===== src/rtl/bexkat1Def.sv =====
// Shared definitions for the bexkat1 pipeline: instruction fields, type and op codes,
// condition-code layout and the exe-stage output payload.
package bexkat1Def;

   localparam int unsigned WORD_W      = 32;
   localparam int unsigned IR_W        = 64;
   localparam int unsigned RW_W        = 2;
   localparam int unsigned CCR_W       = 3;
   localparam int unsigned SHAMT_W     = 5;
   localparam int unsigned SUM_W       = WORD_W + 1;
   localparam int unsigned MUL_STEPS   = 32;
   localparam int unsigned CNT_W       = 5;
   localparam int unsigned LINK_OFFSET = 8;

   // Condition-code bit positions within ccr
   localparam int unsigned CCR_Z = 0;
   localparam int unsigned CCR_N = 1;
   localparam int unsigned CCR_C = 2;

   typedef enum logic [3:0] {
      T_ALU    = 4'h0,
      T_LOAD   = 4'h2,
      T_STORE  = 4'h3,
      T_BRANCH = 4'h4,
      T_JUMP   = 4'h5
   } insn_type_t;

   typedef enum logic [3:0] {
      ALU_ADD = 4'd0,
      ALU_SUB = 4'd1,
      ALU_AND = 4'd2,
      ALU_OR  = 4'd3,
      ALU_XOR = 4'd4,
      ALU_SHL = 4'd5,
      ALU_SHR = 4'd6,
      ALU_ASR = 4'd7,
      ALU_MUL = 4'd8
   } alu_op_t;

   typedef enum logic [3:0] {
      BR_ALWAYS = 4'd0,
      BR_EQ     = 4'd1,
      BR_NE     = 4'd2,
      BR_MI     = 4'd3,
      BR_CS     = 4'd4
   } br_cond_t;

   typedef enum logic [1:0] {
      MUL_IDLE = 2'd0,
      MUL_BUSY = 2'd1,
      MUL_DONE = 2'd2
   } mul_state_t;

   // Instruction word as delivered by decode
   typedef struct packed {
      logic [WORD_W-1:0] imm;
      logic [3:0]        itype;
      logic [3:0]        op;
      logic [22:0]       rsvd;
      logic              size;
   } ir_t;

   // Registered payload handed to the mem stage
   typedef struct packed {
      logic [IR_W-1:0]   ir;
      logic [WORD_W-1:0] pc;
      logic [WORD_W-1:0] result;
      logic [WORD_W-1:0] reg_data1;
      logic [RW_W-1:0]   reg_write;
      logic [CCR_W-1:0]  ccr;
      logic              halt;
      logic              pc_set;
      logic [WORD_W-1:0] pc_target;
   } exe_out_t;

   // Branch condition evaluated against the architectural condition codes
   function automatic logic br_taken(input logic [3:0] cond, input logic [CCR_W-1:0] ccr);
      logic taken;
      case (cond)
         BR_ALWAYS: taken = 1'b1;
         BR_EQ:     taken = ccr[CCR_Z];
         BR_NE:     taken = ~ccr[CCR_Z];
         BR_MI:     taken = ccr[CCR_N];
         BR_CS:     taken = ccr[CCR_C];
         default:   taken = 1'b0;
      endcase
      return taken;
   endfunction

endpackage


===== src/rtl/mulseq.sv =====
// Sequential shift-add multiplier: one partial product per cycle, low word of the
// unsigned product. hold_i freezes the FSM, counter and accumulator.
module mulseq
   import bexkat1Def::*;
(
   input  logic              clk_i,
   input  logic              rst_i,
   input  logic              start_i,
   input  logic              hold_i,
   input  logic [WORD_W-1:0] a_i,
   input  logic [WORD_W-1:0] b_i,
   output logic              busy_c,
   output logic              done_c,
   output logic [WORD_W-1:0] product_o
);

   mul_state_t        state_q, state_d;
   logic [CNT_W-1:0]  cnt_q, cnt_d;
   logic [WORD_W-1:0] a_q, a_d;
   logic [WORD_W-1:0] b_q, b_d;
   logic [WORD_W-1:0] acc_q, acc_d;

   always_ff @(posedge clk_i or posedge rst_i) begin
      if (rst_i) begin
         state_q <= MUL_IDLE;
         cnt_q   <= '0;
         a_q     <= '0;
         b_q     <= '0;
         acc_q   <= '0;
      end else begin
         state_q <= state_d;
         cnt_q   <= cnt_d;
         a_q     <= a_d;
         b_q     <= b_d;
         acc_q   <= acc_d;
      end
   end

   always_comb begin
      state_d = state_q;
      cnt_d   = cnt_q;
      a_d     = a_q;
      b_d     = b_q;
      acc_d   = acc_q;
      if (!hold_i) begin
         case (state_q)
            MUL_IDLE: begin
               if (start_i) begin
                  state_d = MUL_BUSY;
                  cnt_d   = '0;
                  a_d     = a_i;
                  b_d     = b_i;
                  acc_d   = '0;
               end
            end
            MUL_BUSY: begin
               // Add the shifted multiplicand when the current multiplier bit is set
               acc_d = acc_q + (b_q[0] ? a_q : '0);
               a_d   = a_q << 1;
               b_d   = b_q >> 1;
               cnt_d = cnt_q + CNT_W'(1);
               if (cnt_q == CNT_W'(MUL_STEPS - 1)) begin
                  state_d = MUL_DONE;
               end
            end
            MUL_DONE: begin
               state_d = MUL_IDLE;
               cnt_d   = '0;
            end
            default: begin
               state_d = MUL_IDLE;
               cnt_d   = '0;
            end
         endcase
      end
   end

   // A pending start counts as busy so upstream keeps the instruction in place
   assign busy_c    = (state_q == MUL_BUSY) || ((state_q == MUL_IDLE) && start_i);
   assign done_c    = (state_q == MUL_DONE);
   assign product_o = acc_q;

endmodule


===== src/rtl/exe.sv =====
// Execute stage: ALU, load/store address generation, branch/jump resolution and the
// sequential multiplier, all feeding a single registered mem-stage payload.
module exe
   import bexkat1Def::*;
(
   input  logic              clk_i,
   input  logic              rst_i,
   input  logic [IR_W-1:0]   ir_i,
   input  logic [WORD_W-1:0] pc_i,
   input  logic [WORD_W-1:0] reg_data1_i,
   input  logic [WORD_W-1:0] reg_data2_i,
   input  logic [RW_W-1:0]   reg_write_i,
   input  logic              halt_i,
   input  logic              stall_i,
   output logic [IR_W-1:0]   ir_o,
   output logic [WORD_W-1:0] pc_o,
   output logic [WORD_W-1:0] result_o,
   output logic [WORD_W-1:0] reg_data1_o,
   output logic [RW_W-1:0]   reg_write_o,
   output logic [CCR_W-1:0]  ccr_o,
   output logic              halt_o,
   output logic              pc_set_o,
   output logic [WORD_W-1:0] pc_target_o,
   output logic              stall_o
);

   ir_t               ir_in;
   logic [WORD_W-1:0] op_a, op_b;
   logic [WORD_W-1:0] alu_res;
   logic [SUM_W-1:0]  alu_sum;
   logic              alu_carry;
   logic              is_mul;
   logic              mul_busy, mul_done;
   logic [WORD_W-1:0] mul_product;
   exe_out_t          exec_res;
   exe_out_t          out_q, out_d;

   assign ir_in  = ir_i;
   assign op_a   = reg_data1_i;
   assign op_b   = ir_in.size ? ir_in.imm : reg_data2_i;
   assign is_mul = (ir_in.itype == T_ALU) && (ir_in.op == ALU_MUL);

   mulseq u_mulseq (
      .clk_i     (clk_i),
      .rst_i     (rst_i),
      .start_i   (is_mul),
      .hold_i    (stall_i),
      .a_i       (op_a),
      .b_i       (op_b),
      .busy_c    (mul_busy),
      .done_c    (mul_done),
      .product_o (mul_product)
   );

   // ALU datapath; MUL takes the sequential product, only consumed once it is done
   always_comb begin
      alu_sum   = SUM_W'(op_a) + SUM_W'(op_b);
      alu_res   = op_a;
      alu_carry = 1'b0;
      case (ir_in.op)
         ALU_ADD: begin
            alu_res   = alu_sum[WORD_W-1:0];
            alu_carry = alu_sum[WORD_W];
         end
         ALU_SUB: begin
            alu_res   = op_a - op_b;
            alu_carry = (op_a < op_b);
         end
         ALU_AND: alu_res = op_a & op_b;
         ALU_OR:  alu_res = op_a | op_b;
         ALU_XOR: alu_res = op_a ^ op_b;
         ALU_SHL: alu_res = op_a << op_b[SHAMT_W-1:0];
         ALU_SHR: alu_res = op_a >> op_b[SHAMT_W-1:0];
         ALU_ASR: alu_res = WORD_W'($signed(op_a) >>> op_b[SHAMT_W-1:0]);
         ALU_MUL: alu_res = mul_product;
         default: alu_res = op_a;
      endcase
   end

   // Payload the current instruction would produce if it advanced this cycle
   always_comb begin
      exec_res           = '0;
      exec_res.ir        = ir_in;
      exec_res.pc        = pc_i;
      exec_res.reg_data1 = reg_data1_i;
      exec_res.reg_write = reg_write_i;
      exec_res.halt      = halt_i;
      exec_res.ccr       = out_q.ccr;
      exec_res.result    = op_b;
      case (ir_in.itype)
         T_ALU: begin
            exec_res.result       = alu_res;
            exec_res.ccr[CCR_C]   = alu_carry;
            exec_res.ccr[CCR_N]   = alu_res[WORD_W-1];
            exec_res.ccr[CCR_Z]   = (alu_res == '0);
         end
         T_LOAD, T_STORE: begin
            exec_res.result = reg_data2_i + ir_in.imm;
         end
         T_BRANCH: begin
            exec_res.pc_target = pc_i + ir_in.imm;
            exec_res.pc_set    = br_taken(ir_in.op, out_q.ccr);
         end
         T_JUMP: begin
            exec_res.pc_target = ir_in.imm;
            exec_res.pc_set    = 1'b1;
            exec_res.result    = pc_i + WORD_W'(LINK_OFFSET);
         end
         default: ;
      endcase
   end

   // Output register: hold on stall, bubble while the multiplier owns the stage
   always_comb begin
      out_d = out_q;
      if (!stall_i) begin
         if (mul_done || !mul_busy) begin
            out_d = exec_res;
         end else begin
            out_d     = '0;
            out_d.ccr = out_q.ccr;
         end
      end
   end

   always_ff @(posedge clk_i or posedge rst_i) begin
      if (rst_i) begin
         out_q <= '0;
      end else begin
         out_q <= out_d;
      end
   end

   assign ir_o        = out_q.ir;
   assign pc_o        = out_q.pc;
   assign result_o    = out_q.result;
   assign reg_data1_o = out_q.reg_data1;
   assign reg_write_o = out_q.reg_write;
   assign ccr_o       = out_q.ccr;
   assign halt_o      = out_q.halt;
   assign pc_set_o    = out_q.pc_set;
   assign pc_target_o = out_q.pc_target;

   // Reset abandons any multiply, so only an external hold may keep the stage stalled
   assign stall_o = stall_i | (mul_busy & ~rst_i);

endmodule


===== config.mk =====
export PLATFORM = sky130hd
export DESIGN_NAME = exe
export DESIGN_NICKNAME = d
export VERILOG_FILES = /design/src/rtl/bexkat1Def.sv /design/src/rtl/mulseq.sv /design/src/rtl/exe.sv
export SDC_FILE = /design/constraint.sdc
export NUM_CORES = 1
export LEC_CHECK = 0
export CAP_MARGIN = 20
export CORE_MARGIN = 3
export CORE_UTILIZATION = 40
export CTS_CLUSTER_SIZE = 30
export DETAILED_ROUTE_END_ITERATION = 8
export PLACE_DENSITY = 0.62
export SLEW_MARGIN = 40
export SYNTH_ARGS = -nofsm -noshare
export SYNTH_HDL_FRONTEND = slang
export SYNTH_SLANG_ARGS = --single-unit
export TNS_END_PERCENT = 30

===== constraint.sdc =====
create_clock -name clk_i -period 16.9 [get_ports clk_i]
set_input_delay 3.38 -clock clk_i [delete_from_list [all_inputs] [get_ports clk_i]]
set_output_delay 3.38 -clock clk_i [all_outputs]
set_load 0.01 [all_outputs]

==> impl_metrics.ini, run 1 <==
[outcome]
status = finished, final reports clean

[power]
clkPwrFrac = 0.279
p_switching_mw = 1.142
p_sw_frac = 0.3871
seqPwrFrac = 0.326
powerDensity_nw_per_um2 = 89.16
comb_power_share = 0.395
power.static_leakage_nw = 14.29
p_int_mw = 1.808
ir_drop_v = 0.00006975

[synth]
ys_ff_latch = 302
synth_cell_types = 100
synth_nets = 3630
synthFlopType = dfrtp_1
synth.yosys.seq_area_share = 0.2760
netlist.area_leader.share = 0.2760
synth_top_area_cell = dfrtp_1
synth_cells = 3265
synthTopCellsByArea = dfrtp_1, ha_1, o21ai_0, a21oi_1, a22o_1
synth_area_um2 = 27380
ys_async_sr_fraction = 1.000
ys_warn_count = 0
avgSynthCellArea_um2 = 8.387
synth-edff-count = 0

[worst_setup_path]
end_kind = output pin
critPathRequiredTime_ps = 13520
arrival_ps = 6840
crit_path_max_fanout = 35
startpoint_type = input pin
critPathKind = input pin to output pin

[sta]
rsz0062_at_grt = no
period_minus_slack_ps = 10220
whs_ps = 477.2
setup_viol = 0
timing.fmax_mhz = 97.87
hold_viol = 0
slew_headroom = 0.3255
skew_ps = 30.79
tns_ps = 0
fin_crit_sh = 0.6046
slew_viol_final = 0
tightest_slew_ps = 1001

[cts]
cts_buffers = 37
postCtsResizedCells = 0
cts-hold-fix-buffers = 0
insertion_delay_ps = 590
cts_root_buffer = clkbuf_16
path_clk_slew_ps = 60
htree_num_levels = 2
cts_sinks = 302
tritoncts = yes
post_cts_buffers = 0
cts_max_path_buffers = 3

[placement]
io_buffer_count = 365
hpwlAfterDp_um = 93540
gp_congestion = 1.050

[route]
ant_nets = 0
firstDrtPassIters = 6
drc = 0
dr.first_iter.drc_count = 3454
wl_per_cell_um = 28.00
wirelength_um = 123600
detail_route.vias_per_cell = 6.435
num_vias = 28400

[cells_and_area]
drive_gt1_frac = 0.07292
final_cell_mix = clkdlybuf4s50_1, nand2_1, dfrtp_1
syn_to_final_growth_pct = 20.81
final_common_cell = clkdlybuf4s50_1
layout.nets = 3877

[grt]
grt_max_degree = 94
antenna_found_initial = 6
grt_first_pass_wirelength_um = 178400
groute.usage.overall = 0.3309
grt_pass1_vias = 26310
grt-ovfl-total = 0

[floorplanning]
die_w_um = 267.6
initial_core_util = 0.4056
io_pins = 366
coreArea_um2 = 67510
die-area_um2 = 71630
die_height_um = 267.6
rows = 95

[worst_hold_path]
hp-class = register to register

[flow_run]
drv_cap = 0
[area by class of cell]
class / count / area, µm²
clock inverter: 15 / 178.9
multi-input combinational: 2612 / 18550
clock buffer: 50 / 1035
fill: 6570 / 34430
inverter: 119 / 456.7
antenna: 3 / 7.507
tap: 873 / 1092
sequential: 302 / 7559
timing repair buffer: 440 / 4208
[cells by family (layout without fill, tap and decap cells)]
| logic type | count (synthesis) | count (layout) | synth area share |
|---|---|---|---|
| other | 0 | 3 | 0 |
| AO/OA/AOI/OAI | 1208 | 1208 | 0.2999 |
| AND/OR/NAND/NOR | 915 | 915 | 0.1577 |
| multiplexers | 172 | 172 | 0.08545 |
| XOR/XNOR | 118 | 118 | 0.03774 |
| buffers and inverters | 351 | 624 | 0.05095 |
| flip-flops | 302 | 302 | 0.2760 |
| adder cells (fa/ha/maj) | 199 | 199 | 0.09230 |
[final timing paths]
path	start	to	slack, ps	depth (start not counted)
max	ir_i[25]	stall_o	6680	8
min	result_o[3]$_DFFE_PP0N_	result_o[3]$_DFFE_PP0N_	480	1
max reg2reg	u_mulseq.b_q[0]$_DFFE_PP0P_	u_mulseq.product_o[30]$_DFFE_PP0P_	11950	16
min reg2reg	result_o[3]$_DFFE_PP0N_	result_o[3]$_DFFE_PP0N_	480	1
max in group asynchronous	rst_i	ir_o[56]$_DFFE_PP0N_	12020	4
min in group asynchronous	rst_i	ir_o[2]$_DFFE_PP0N_	3300	2
[flip-flops by register name, indices dropped and copies added (netlist names)]
| signal | flops |
|---|---|
| u_mulseq.product_o | 32 |
| pc_o | 32 |
| result_o | 32 |
| pc_set_o | 1 |
| reg_data1_o | 32 |
| ccr_o | 3 |
| u_mulseq.b_q | 32 |
| halt_o | 1 |
| u_mulseq.cnt_q | 5 |
| reg_write_o | 2 |
| ir_o | 64 |
| pc_target_o | 32 |
| u_mulseq.a_q | 32 |
| u_mulseq.state_q | 2 |
[critical path: stages]
cell,delay [ps]
clkdlybuf4s50_1,400
buf_4,260
or3_1,640
nor2_1,720
a21oi_1,210
nor2_1,410
a21o_1,240
clkdlybuf4s50_1,550
[through the flow]
stage	total power, mW	instance area [µm²]	worst slack [ps]	util	cells
2_1_floorplan	1.661	27380	3476	-	3265
3_3_place_gp	2.101	31840	6885	0.4716	4346
4_1_cts	2.944	33070	6810	0.4898	4411
5_1_grt	3.100	33080	6663	0.4900	4413
6_report	2.950	33080	6682	0.4900	4414
3_5_place_dp	2.107	31850	6830	0.4718	4346
[synthesized netlist by cell type, types with 54 or more instances]
| cell type | n |
|---|---|
| a22o_1 | 144 |
| ha_1 | 194 |
| nand3_1 | 54 |
| nor3_1 | 69 |
| nor2_1 | 241 |
| nand2_1 | 303 |
| mux2i_1 | 110 |
| dfrtp_1 | 302 |
| xnor2_1 | 73 |
| a21o_1 | 67 |
| a21oi_1 | 260 |
| o21ai_0 | 289 |
| clkbuf_1 | 188 |
| inv_1 | 117 |
[power groups by stage]
stage | clock network, mW | logic (mW) | registers (mW)
2_1_floorplan | 0 | 0.708 | 0.953
3_3_place_gp | 0 | 1.13 | 0.967
3_5_place_dp | 0 | 1.14 | 0.968
4_1_cts | 0.840 | 1.15 | 0.958
5_1_grt | 0.866 | 1.26 | 0.978
6_report | 0.823 | 1.17 | 0.960
[metal layers]
metal | share of wire | GRT usage | up-vias
met5 | 0.00036 | 0 | -
met4 | 0.046 | 0.1338 | 6
met3 | 0.088 | 0.05393 | 303
met2 | 0.45 | 0.5214 | 1508
met1 | 0.41 | 0.4529 | 13840
li1 | - | - | 12740
No activity file was read; power rests on OpenSTA's default activity.
==> inputs of run 2 (changes only) <==
- clock period: 16.9 -> 10.2 ns (I/O delays scaled with it)
==> run 2 against run 1 <==
Effect of this change: die area stayed put; global-route usage is 1.1 points higher; final cell count grew 0.34%; critical path type unchanged; register-to-register slack lost 6800 ps; clock skew shrank 8.2 ps; largest cell class unchanged; critical path depth did not move; largest power group unchanged.
==> impl_metrics.ini, run 2 (synthesized netlist as in run 1, its figures left out) <==
[outcome]
status = finished, final reports clean

[route]
firstDrtPassIters = 8
dr.first_iter.drc_count = 3211
detail_route.vias_per_cell = 6.412
drc = 0
wirelength_um = 127200
wl_per_cell_um = 28.72
num_vias = 28400
ant_nets = 0

[sta]
tns_ps = 0
whs_ps = 480.5
period_minus_slack_ps = 7374
tightest_slew_ps = 899.6
slew_headroom = 0.3967
fin_crit_sh = 0.7229
slew_viol_final = 0
timing.fmax_mhz = 135.6
rsz0062_at_grt = no
setup_viol = 0
skew_ps = 22.63
hold_viol = 0

[placement]
hpwlAfterDp_um = 95990
io_buffer_count = 365
gp_congestion = 1.048
place_area_um2 = 31970

[power]
p_sw_frac = 0.3859
comb_power_share = 0.392
powerDensity_nw_per_um2 = 149.0
power.static_leakage_nw = 14.40
ir_drop_v = 0.0001333
clkPwrFrac = 0.288
p_int_mw = 3.052
p_switching_mw = 1.917
seqPwrFrac = 0.319

[grt]
grt-ovfl-total = 0
grt_max_degree = 137
grt_pass1_vias = 26930
groute.usage.overall = 0.3419
antenna_found_initial = 11
grt_first_pass_wirelength_um = 183700

[cells_and_area]
final_common_cell = clkdlybuf4s50_1
largest_reg_flops = 64
syn_to_final_growth_pct = 21.75
final_cell_area_um2 = 33340
final_cell_mix = clkdlybuf4s50_1, nand2_1, dfrtp_1
drive_gt1_frac = 0.07883
layout.nets = 3889

[cts]
path_clk_slew_ps = 60
cts_root_buffer = clkbuf_16
post_cts_buffers = 0
htree_num_levels = 2
cts_sinks = 302
cts_max_path_buffers = 3
cts-hold-fix-buffers = 0
tritoncts = yes
cts_buffers = 37
insertion_delay_ps = 590
postCtsResizedCells = 0

[floorplanning]
io_pins = 366
die_w_um = 267.6
initial_core_util = 0.4056
rows = 95
die_height_um = 267.6
coreArea_um2 = 67510
die-area_um2 = 71630

[worst_setup_path]
arrival_ps = 5330
startpoint_type = input pin
crit_path_max_fanout = 35
ff2ff_path_depth = 16
critPathRequiredTime_ps = 8160
critPathKind = input pin to output pin
end_kind = output pin

[worst_hold_path]
hp-class = register to register
hold_depth = 1

[flow_run]
drv_cap = 0
run 2: cell types whose count changed in the layout (fill, tap and decap cells not counted), moves of 3 or more:
cell,before,now
buf_4,71,77
buf_8,0,3
clkbuf_8,6,9
clkinv_2,7,4
run 2: metal layers:
metal  vias to the layer above  GRT usage  wire length (µm)
met4                        14     0.1484              6089
met3                       320    0.07726             11770
li1                      12750          -                 -
met1                     13920     0.4574             52130
met2                      1389     0.5300             57130
met5                         -          0                84
run 2: path summary, 6_finish.rpt:
| kind | from | end | slack [ps] |
|---|---|---|---|
| min in group asynchronous | rst_i | ir_o[23]$_DFFE_PP0N_ | 1960 |
| min reg2reg | result_o[3]$_DFFE_PP0N_ | result_o[3]$_DFFE_PP0N_ | 480 |
| max in group asynchronous | rst_i | ir_o[49]$_DFFE_PP0N_ | 6850 |
| max reg2reg | u_mulseq.b_q[0]$_DFFE_PP0P_ | u_mulseq.product_o[30]$_DFFE_PP0P_ | 5190 |
| max | ir_i[25] | stall_o | 2830 |
| min | result_o[3]$_DFFE_PP0N_ | result_o[3]$_DFFE_PP0N_ | 480 |
run 2: power by group through the flow:
stage	clock network, mW	logic [mW]	registers, mW
after floorplan	0	1.17	1.58
after global placement	0	1.90	1.60
after detailed placement	0	1.90	1.60
after CTS	1.46	1.91	1.58
after global routing	1.51	2.10	1.62
final	1.43	1.95	1.59
run 2: metrics by stage:
step | total power, mW | std cells | setup WS (ps) | util
floorplan | 2.752 | 3265 | 1245 | -
detailed placement | 3.504 | 4354 | 2345 | 0.4735
global route | 5.228 | 4427 | 2398 | 0.4937
CTS | 4.953 | 4421 | 2878 | 0.4924
finish | 4.969 | 4429 | 2826 | 0.4938
global placement | 3.493 | 4353 | 2389 | 0.4726
run 2: critical path, stage by stage:
cell and delay, ps:
clkdlybuf4s50_1 400, buf_4 290, or3_1 430, nor2_1 490, a21oi_1 180, nor2_1 620, a21o_1 220, clkdlybuf4s50_1 640
run 2: cell type report:
type	count	area (µm²)
inverters	119	452.9
flip-flops and latches	302	7559
clock inverters	14	202.7
clock buffers	53	1076
repair buffers	452	4355
well taps	873	1092
fillers	6510	34180
diodes	4	10.01
multi-input cells	2612	18590
